File: config.mk
export PLATFORM = sky130hd
export DESIGN_NAME = input_conditioner
export DESIGN_NICKNAME = d
export VERILOG_FILES = /design/src/rtl/input_conditioner_debounce_bit.sv /design/src/rtl/input_conditioner.sv
export SDC_FILE = /design/constraint.sdc
export NUM_CORES = 1
export LEC_CHECK = 0
export ABC_AREA = 1
export CORE_MARGIN = 8
export CORE_UTILIZATION = 57
export CTS_CLUSTER_SIZE = 20
export DETAILED_ROUTE_END_ITERATION = 6
export PLACE_DENSITY = 0.82
export SKIP_CTS_REPAIR_TIMING = 1
export SYNTH_ARGS = -nofsm -noshare
export SYNTH_HDL_FRONTEND = slang
export SYNTH_SLANG_ARGS = --single-unit
File: constraint.sdc
create_clock -name clk -period 1.2 [get_ports clk]
set_input_delay 0.18 -clock clk [delete_from_list [all_inputs] [get_ports clk]]
set_output_delay 0.18 -clock clk [all_outputs]
set_load 0.01 [all_outputs]
File: src/rtl/input_conditioner_debounce_bit.sv
// One conditioned input bit: 2-flop synchroniser, saturating debounce counter,
// stable level and registered rise/fall pulses aligned with the level change.
module debounce_bit #(
  parameter int unsigned DEBOUNCE_CYCLES = 500000,
  parameter int unsigned CNT_WIDTH       = 20,
  parameter logic        IDLE            = 1'b0
) (
  input  logic clk,
  input  logic rst_n,
  input  logic raw,
  output logic level,
  output logic rise,
  output logic fall
);
  localparam logic [CNT_WIDTH-1:0] CNT_MAX = CNT_WIDTH'(DEBOUNCE_CYCLES - 1);

  logic                 sync1_q, sync2_q;
  logic                 stable_q, stable_d;
  logic                 rise_q, fall_q;
  logic [CNT_WIDTH-1:0] cnt_q, cnt_d;

  // Any cycle where the synced input agrees with the stable value restarts the count.
  always_comb begin
    stable_d = stable_q;
    cnt_d    = '0;
    if (sync2_q != stable_q) begin
      if (cnt_q == CNT_MAX) stable_d = sync2_q;
      else                  cnt_d    = cnt_q + CNT_WIDTH'(1);
    end
  end

  always_ff @(posedge clk or negedge rst_n) begin
    if (!rst_n) begin
      sync1_q  <= IDLE;
      sync2_q  <= IDLE;
      stable_q <= IDLE;
      cnt_q    <= '0;
      rise_q   <= 1'b0;
      fall_q   <= 1'b0;
    end else begin
      sync1_q  <= raw;
      sync2_q  <= sync1_q;
      stable_q <= stable_d;
      cnt_q    <= cnt_d;
      rise_q   <= ~stable_q & stable_d;
      fall_q   <= stable_q & ~stable_d;
    end
  end

  assign level = stable_q;
  assign rise  = rise_q;
  assign fall  = fall_q;
endmodule

File: src/rtl/input_conditioner.sv
// Board input conditioning: per-bit sync/debounce/edge detect for active-low
// push-buttons and active-high slide switches.
module input_conditioner #(
  parameter int unsigned DEBOUNCE_CYCLES = 500000,
  parameter int unsigned BTN_WIDTH       = 3,
  parameter int unsigned SW_WIDTH        = 10,
  parameter int unsigned CNT_WIDTH       = 20
) (
  input  logic                 clk,
  input  logic                 rst_n,
  input  logic [BTN_WIDTH-1:0] btn_raw,
  input  logic [SW_WIDTH-1:0]  sw_raw,
  output logic [BTN_WIDTH-1:0] btn_level,
  output logic [BTN_WIDTH-1:0] btn_press,
  output logic [BTN_WIDTH-1:0] btn_release,
  output logic [SW_WIDTH-1:0]  sw_level,
  output logic                 sw_changed
);
  localparam logic BTN_IDLE = 1'b1;
  localparam logic SW_IDLE  = 1'b0;

  logic [BTN_WIDTH-1:0] btn_lvl_raw, btn_rise_raw, btn_fall_raw;
  logic [SW_WIDTH-1:0]  sw_rise, sw_fall;

  // Buttons are debounced in raw (active-low) polarity so the sync flops idle high;
  // inverting afterwards turns a raw fall into a press.
  for (genvar i = 0; i < BTN_WIDTH; i++) begin : g_btn
    debounce_bit #(
      .DEBOUNCE_CYCLES(DEBOUNCE_CYCLES), .CNT_WIDTH(CNT_WIDTH), .IDLE(BTN_IDLE)
    ) u_db (
      .clk(clk), .rst_n(rst_n), .raw(btn_raw[i]),
      .level(btn_lvl_raw[i]), .rise(btn_rise_raw[i]), .fall(btn_fall_raw[i])
    );
  end

  for (genvar i = 0; i < SW_WIDTH; i++) begin : g_sw
    debounce_bit #(
      .DEBOUNCE_CYCLES(DEBOUNCE_CYCLES), .CNT_WIDTH(CNT_WIDTH), .IDLE(SW_IDLE)
    ) u_db (
      .clk(clk), .rst_n(rst_n), .raw(sw_raw[i]),
      .level(sw_level[i]), .rise(sw_rise[i]), .fall(sw_fall[i])
    );
  end

  assign btn_level   = ~btn_lvl_raw;
  assign btn_press   = btn_fall_raw;
  assign btn_release = btn_rise_raw;
  assign sw_changed  = |(sw_rise | sw_fall);
endmodule

== Word level (Yosys, flattened, before mapping) ==
Cells that the tools add are included.

* Output and inout port bits: 20
* Word-level logic and storage cells: 224
* Input port bits: 15
* Flip-flop bits (word level): 325

* Reductions and logical operators: 1
* Multiplexer cells: 52
* Equal/unequal tests: 26
* $add $sub $neg: 13
* Bitwise logic cells: 54

{| class="wikitable"
|+ Operator list
! cell !! count
|-
| 20-bit two-way mux || 26
|-
| 20-bit by 1-bit adder with 20-bit output (second input constant) || 13
|-
| 20-bit by 19-bit == test with 1-bit output (second input constant) || 13
|-
| 1-bit AND || 26
|-
| 1-bit two-way mux || 26
|-
| 1-bit NOT || 26
|-
| 1-bit != test || 13
|-
| 10-bit OR || 1
|-
| 10-bit OR reduction || 1
|-
| 3-bit NOT || 1
|}

== Logic depth before layout (Yosys ltp) ==
* Depth after elaboration: 5
* Gate-level depth with buffers: 9
* Gate-level depth less buffers: 9

== Modules after synthesis ==
A second synthesis with hierarchy kept.

* Cell total of the unflattened synthesis: 2270
* Area, all modules: 17742.0 um^2

{| class="wikitable"
|+ Modules (own cells, without submodules)
! module !! cells each !! times used !! seq. area each (um^2) !! area an instance (um^2)
|-
| debounce_bit (g_sw[0].u_db ...) || 173 || 10 || 625.6 || 1357.6
|-
| debounce_bit (g_btn[0].u_db ...) || 173 || 3 || 629.4 || 1361.3
|-
| input_conditioner || 21 || 1 || 0.0 || 82.6
|}

== Least setup slack after synthesis ==
OpenSTA, ideal clock, no wires.

* Kind: flip-flop to flip-flop
* Start: register g_sw[6].u_db.cnt_q[0]
* End: register g_sw[6].u_db.cnt_q[15]
* Arrival time: 1.188 ns
* Setup slack: -0.120 ns
* Data required time: 1.068 ns
* Stages on the path, launching flop included: 9
* Period minus slack after synthesis: 1.320 ns
* Path through: dfrtp_1 -> ha_1 -> nand2_2 -> nor2_2 -> inv_1 -> nor2_1 -> nand3_1 -> nand3_1 -> nor2_1

* Cells in the longest elaborated chain, start to end: 3

{| class="wikitable"
|+ RTL lines
! item !! RTL line !! RTL
|-
| start, declared || input_conditioner_debounce_bit.sv:20 || <nowiki>logic [CNT_WIDTH-1:0] cnt_q, cnt_d;</nowiki>
|-
| start signal, assigned || input_conditioner_debounce_bit.sv:44 || <nowiki>cnt_q <= cnt_d;</nowiki>
|-
| 20-bit by 1-bit adder with 20-bit output or 20-bit by 19-bit == test with 1-bit output (tied branches) || input_conditioner_debounce_bit.sv:28, input_conditioner_debounce_bit.sv:27 ||
|-
| 20-bit two-way mux * || input_conditioner_debounce_bit.sv:27 || <nowiki>if (cnt_q == CNT_MAX) stable_d = sync2_q;</nowiki>
|-
| 20-bit two-way mux * || input_conditioner_debounce_bit.sv:26 || <nowiki>if (sync2_q != stable_q) begin</nowiki>
|-
| via g_sw[6].u_db.cnt_d[15] || input_conditioner_debounce_bit.sv:20 ||
|}

Mark *: on every way through the listed nets, which the timed path passes. The rest lies on a longest branch.

== Worst setup path after layout ==
* Start: register g_sw[4].u_db.cnt_q[13]
* End: register g_sw[4].u_db.cnt_q[15]

* Cells in the longest elaborated chain, start to end: 3

{| class="wikitable"
|+ RTL lines
! item !! RTL line
|-
| start, declared || input_conditioner_debounce_bit.sv:20
|-
| start signal, assigned || input_conditioner_debounce_bit.sv:44
|-
| 20-bit by 1-bit adder with 20-bit output or 20-bit by 19-bit == test with 1-bit output (tied branches) || input_conditioner_debounce_bit.sv:28, input_conditioner_debounce_bit.sv:27
|-
| 20-bit two-way mux * || input_conditioner_debounce_bit.sv:27
|-
| 20-bit two-way mux * || input_conditioner_debounce_bit.sv:26
|-
| via g_sw[4].u_db.cnt_d[15] || input_conditioner_debounce_bit.sv:20
|}

Marked as above.

==> metrics.yaml <==
clock_sinks: 325
whs_ns: 0.0438
fp-row-count: 64
routedWlPerCell_um: 24.6
hold_violations: 0
synth_edf_count: 0
violations: "design-rule violations, negative setup slack"
clk_latency_ns: 0.56
slew-limit-headroom_pct: 30.3
leakage_uw: 0.0114
core-area_mm2: 0.0304
grt_pass1_wl_um: 75900
io_pins: 35
p_per_area_mw_per_mm2: 939
fin_skew_ns: 0.0199
fin_total_pwr_uw: 25000
cap_viol_max_count: 0
via_count: 21200
die_h_um: 191
drt_iter0_markers: 3369
grt_max_degree: 60
htree_num_levels: 2
placed_cell_area_mm2: 0.0215
drive_gt1_share_pct: 45.0
clk_pin_slew_ns: 0.07
crit_arrival_ns: 2.61
syn2layout_area_growth_pct: 52.1
final-setup-viol-count: 315
tightestPinTransition_ns: 1.04
cts_root_buffer: "clkbuf_16"
vias_per_cell: 6.56
finalCritPeriodShare_pct: 184
cts_made_buffers: 38
critPathRequiredTime_ns: 1.61
gp_congestion: 0.950
synth_top_area_share_pct: 45.2
rsz0062_at_grt: "yes"
nNetsFinal: 2834
gr-usage-all-layers_pct: 24.6
synth_area_leaders: "dfrtp_1, nor2_1, nand2_1"
drc: 36
drv_slew: 0
post-route-min-period_ns: 2.21
layout_setup_ws_ns: -1.01
ys_warn_count: 0
design_area_mm2: 0.0266
ff_latch_area_mm2: 0.00819
clk_path_buf_depth: 3
hpwl_um: 32000
port_buffers: 34
crit_fanout: 5
die_w_um: 191
synthArstFlopShare_pct: 100
start_util_pct: 57.5
avgSynthCellArea_um2: 7.72
synth_cells: 2266
clock.fmax_mhz: 453
totalWireLength_um: 79600
ys_seq_area_share_pct: 46.5
peakVddDrop_mv: 1.23
status: "finished with violations"
grt_pass1_vias: 16900
synth_nets: 2294
dieArea_mm2: 0.0366
final_cell_mix: "buf_4, nor2_1, nand2_1"
end_kind: "register"
synth_cell_types: 32
cp-start-kind: "register"
final_common_cell: "buf_4"
syn_area_mm2: 0.0175
ant_nets: 0
synth_flop_cell: "dfrtp_1"
critical_path_class: "register to register"
antenna_found_initial: 6
overflow: 0
hp-class: "input pin to register"
first_pass_iters: 7
num-fill-cells: 1165
yosys.area.top_type: "dfrtp_1"
cts_tree: "done"
multi_input_area_mm2: 0.0113
ys_seq_elements: 325
## worst paths after layout
path	slack (ns)	cells past startpoint	end	from
worst max-delay path	-1.01	6	g_sw[4].u_db.cnt_q[15]$_DFF_PN0_	g_sw[4].u_db.cnt_q[13]$_DFF_PN0_
worst min-delay path	0.04	1	g_btn[2].u_db.sync1_q$_DFF_PN1_	btn_raw[2]
worst max register to register	-1.01	6	g_sw[4].u_db.cnt_q[15]$_DFF_PN0_	g_sw[4].u_db.cnt_q[13]$_DFF_PN0_
worst min register to register	0.35	0	g_sw[7].u_db.sync2_q$_DFF_PN0_	g_sw[7].u_db.sync1_q$_DFF_PN0_
max in group asynchronous	0.35	3	g_sw[8].u_db.cnt_q[2]$_DFF_PN0_	rst_n
min in group asynchronous	0.11	2	g_sw[9].u_db.cnt_q[3]$_DFF_PN0_	rst_n
## metrics by stage
step	util, %	std cells	TNS, ns	worst slack (ns)
2_1_floorplan	-	2266	-1.10	-0.0623
3_3_place_gp	70.5	3063	-20.38	-0.540
3_5_place_dp	70.5	3063	-31.39	-0.593
4_1_cts	74.6	3132	-46.81	-1.18
5_1_grt	87.4	3231	-103.03	-1.06
6_report	87.5	3233	-89.47	-1.01
## layout make-up
cell class / count / area share (%)
Sequential cell: 325 / 30.8
Clock buffer: 58 / 4.39
Timing Repair Buffer: 526 / 16.4
Clock inverter: 11 / 0.348
Tap cell: 396 / 1.86
Antenna cell: 2 / 0.0188
Multi-Input combinational cell: 1660 / 42.6
Inverter: 255 / 3.67
## worst max-delay path, cell delays in order, from the launching register on
cell and delay (ns):
dfrtp_1 0.67, nand2_1 0.30, nor2_4 0.35, nand2_2 0.09, o21ai_2 0.16, nand3_2 0.12
nor2_2 0.36
## synthesized netlist by cell type (all sizes together), types with 17 or more instances
| cell type | n |
|---|---|
| nor3b | 20 |
| nor2 | 645 |
| nand3 | 252 |
| buf | 17 |
| xor2 | 93 |
| nor3 | 47 |
| nand4 | 48 |
| dfrtp | 316 |
| inv | 255 |
| nand2 | 418 |
| xnor2 | 24 |
| o21ai | 57 |
## kinds of logic (layout without fill, tap and decap cells)
| logic type | count (synthesis) | after routing | share of synthesized area (%) |
|---|---|---|---|
| xor gates and xnor gates | 117 | 117 | 5.90 |
| AOI/OAI and AO/OA | 84 | 84 | 2.60 |
| and+or+nand+nor | 1446 | 1446 | 37.7 |
| DFF | 325 | 325 | 46.5 |
| adders and majority gates | 13 | 13 | 0.930 |
| other | 0 | 2 | 0 |
| buffers and inverters | 281 | 850 | 6.38 |
## sequential cells by signal, summed over array words and instances, names as in the netlist
register	count
g_btn.u_db.cnt_q	60
g_btn.u_db.fall	3
g_btn.u_db.level	3
g_btn.u_db.rise	3
g_btn.u_db.sync1_q	3
g_btn.u_db.sync2_q	3
g_sw.u_db.cnt_q	200
g_sw.u_db.fall	10
g_sw.u_db.level	10
g_sw.u_db.rise	10
g_sw.u_db.sync1_q	10
g_sw.u_db.sync2_q	10
## per-layer routing
layer | GRT usage, % | part of all wire, % | wire (µm)
met4 | 9.24 | 11 | 8900
met1 | 30.2 | 31 | 24800
met2 | 43.5 | 45 | 35900
met5 | 0 | 0.031 | 25
met3 | 3.43 | 13 | 10100
## power breakdown
group	switching (µW)	internal (µW)	leakage [µW]
Clock	5200	6950	0.000622
Sequential	224	11100	0.00437
Combinational	915	598	0.00639
No activity file was read; power rests on OpenSTA's default activity.
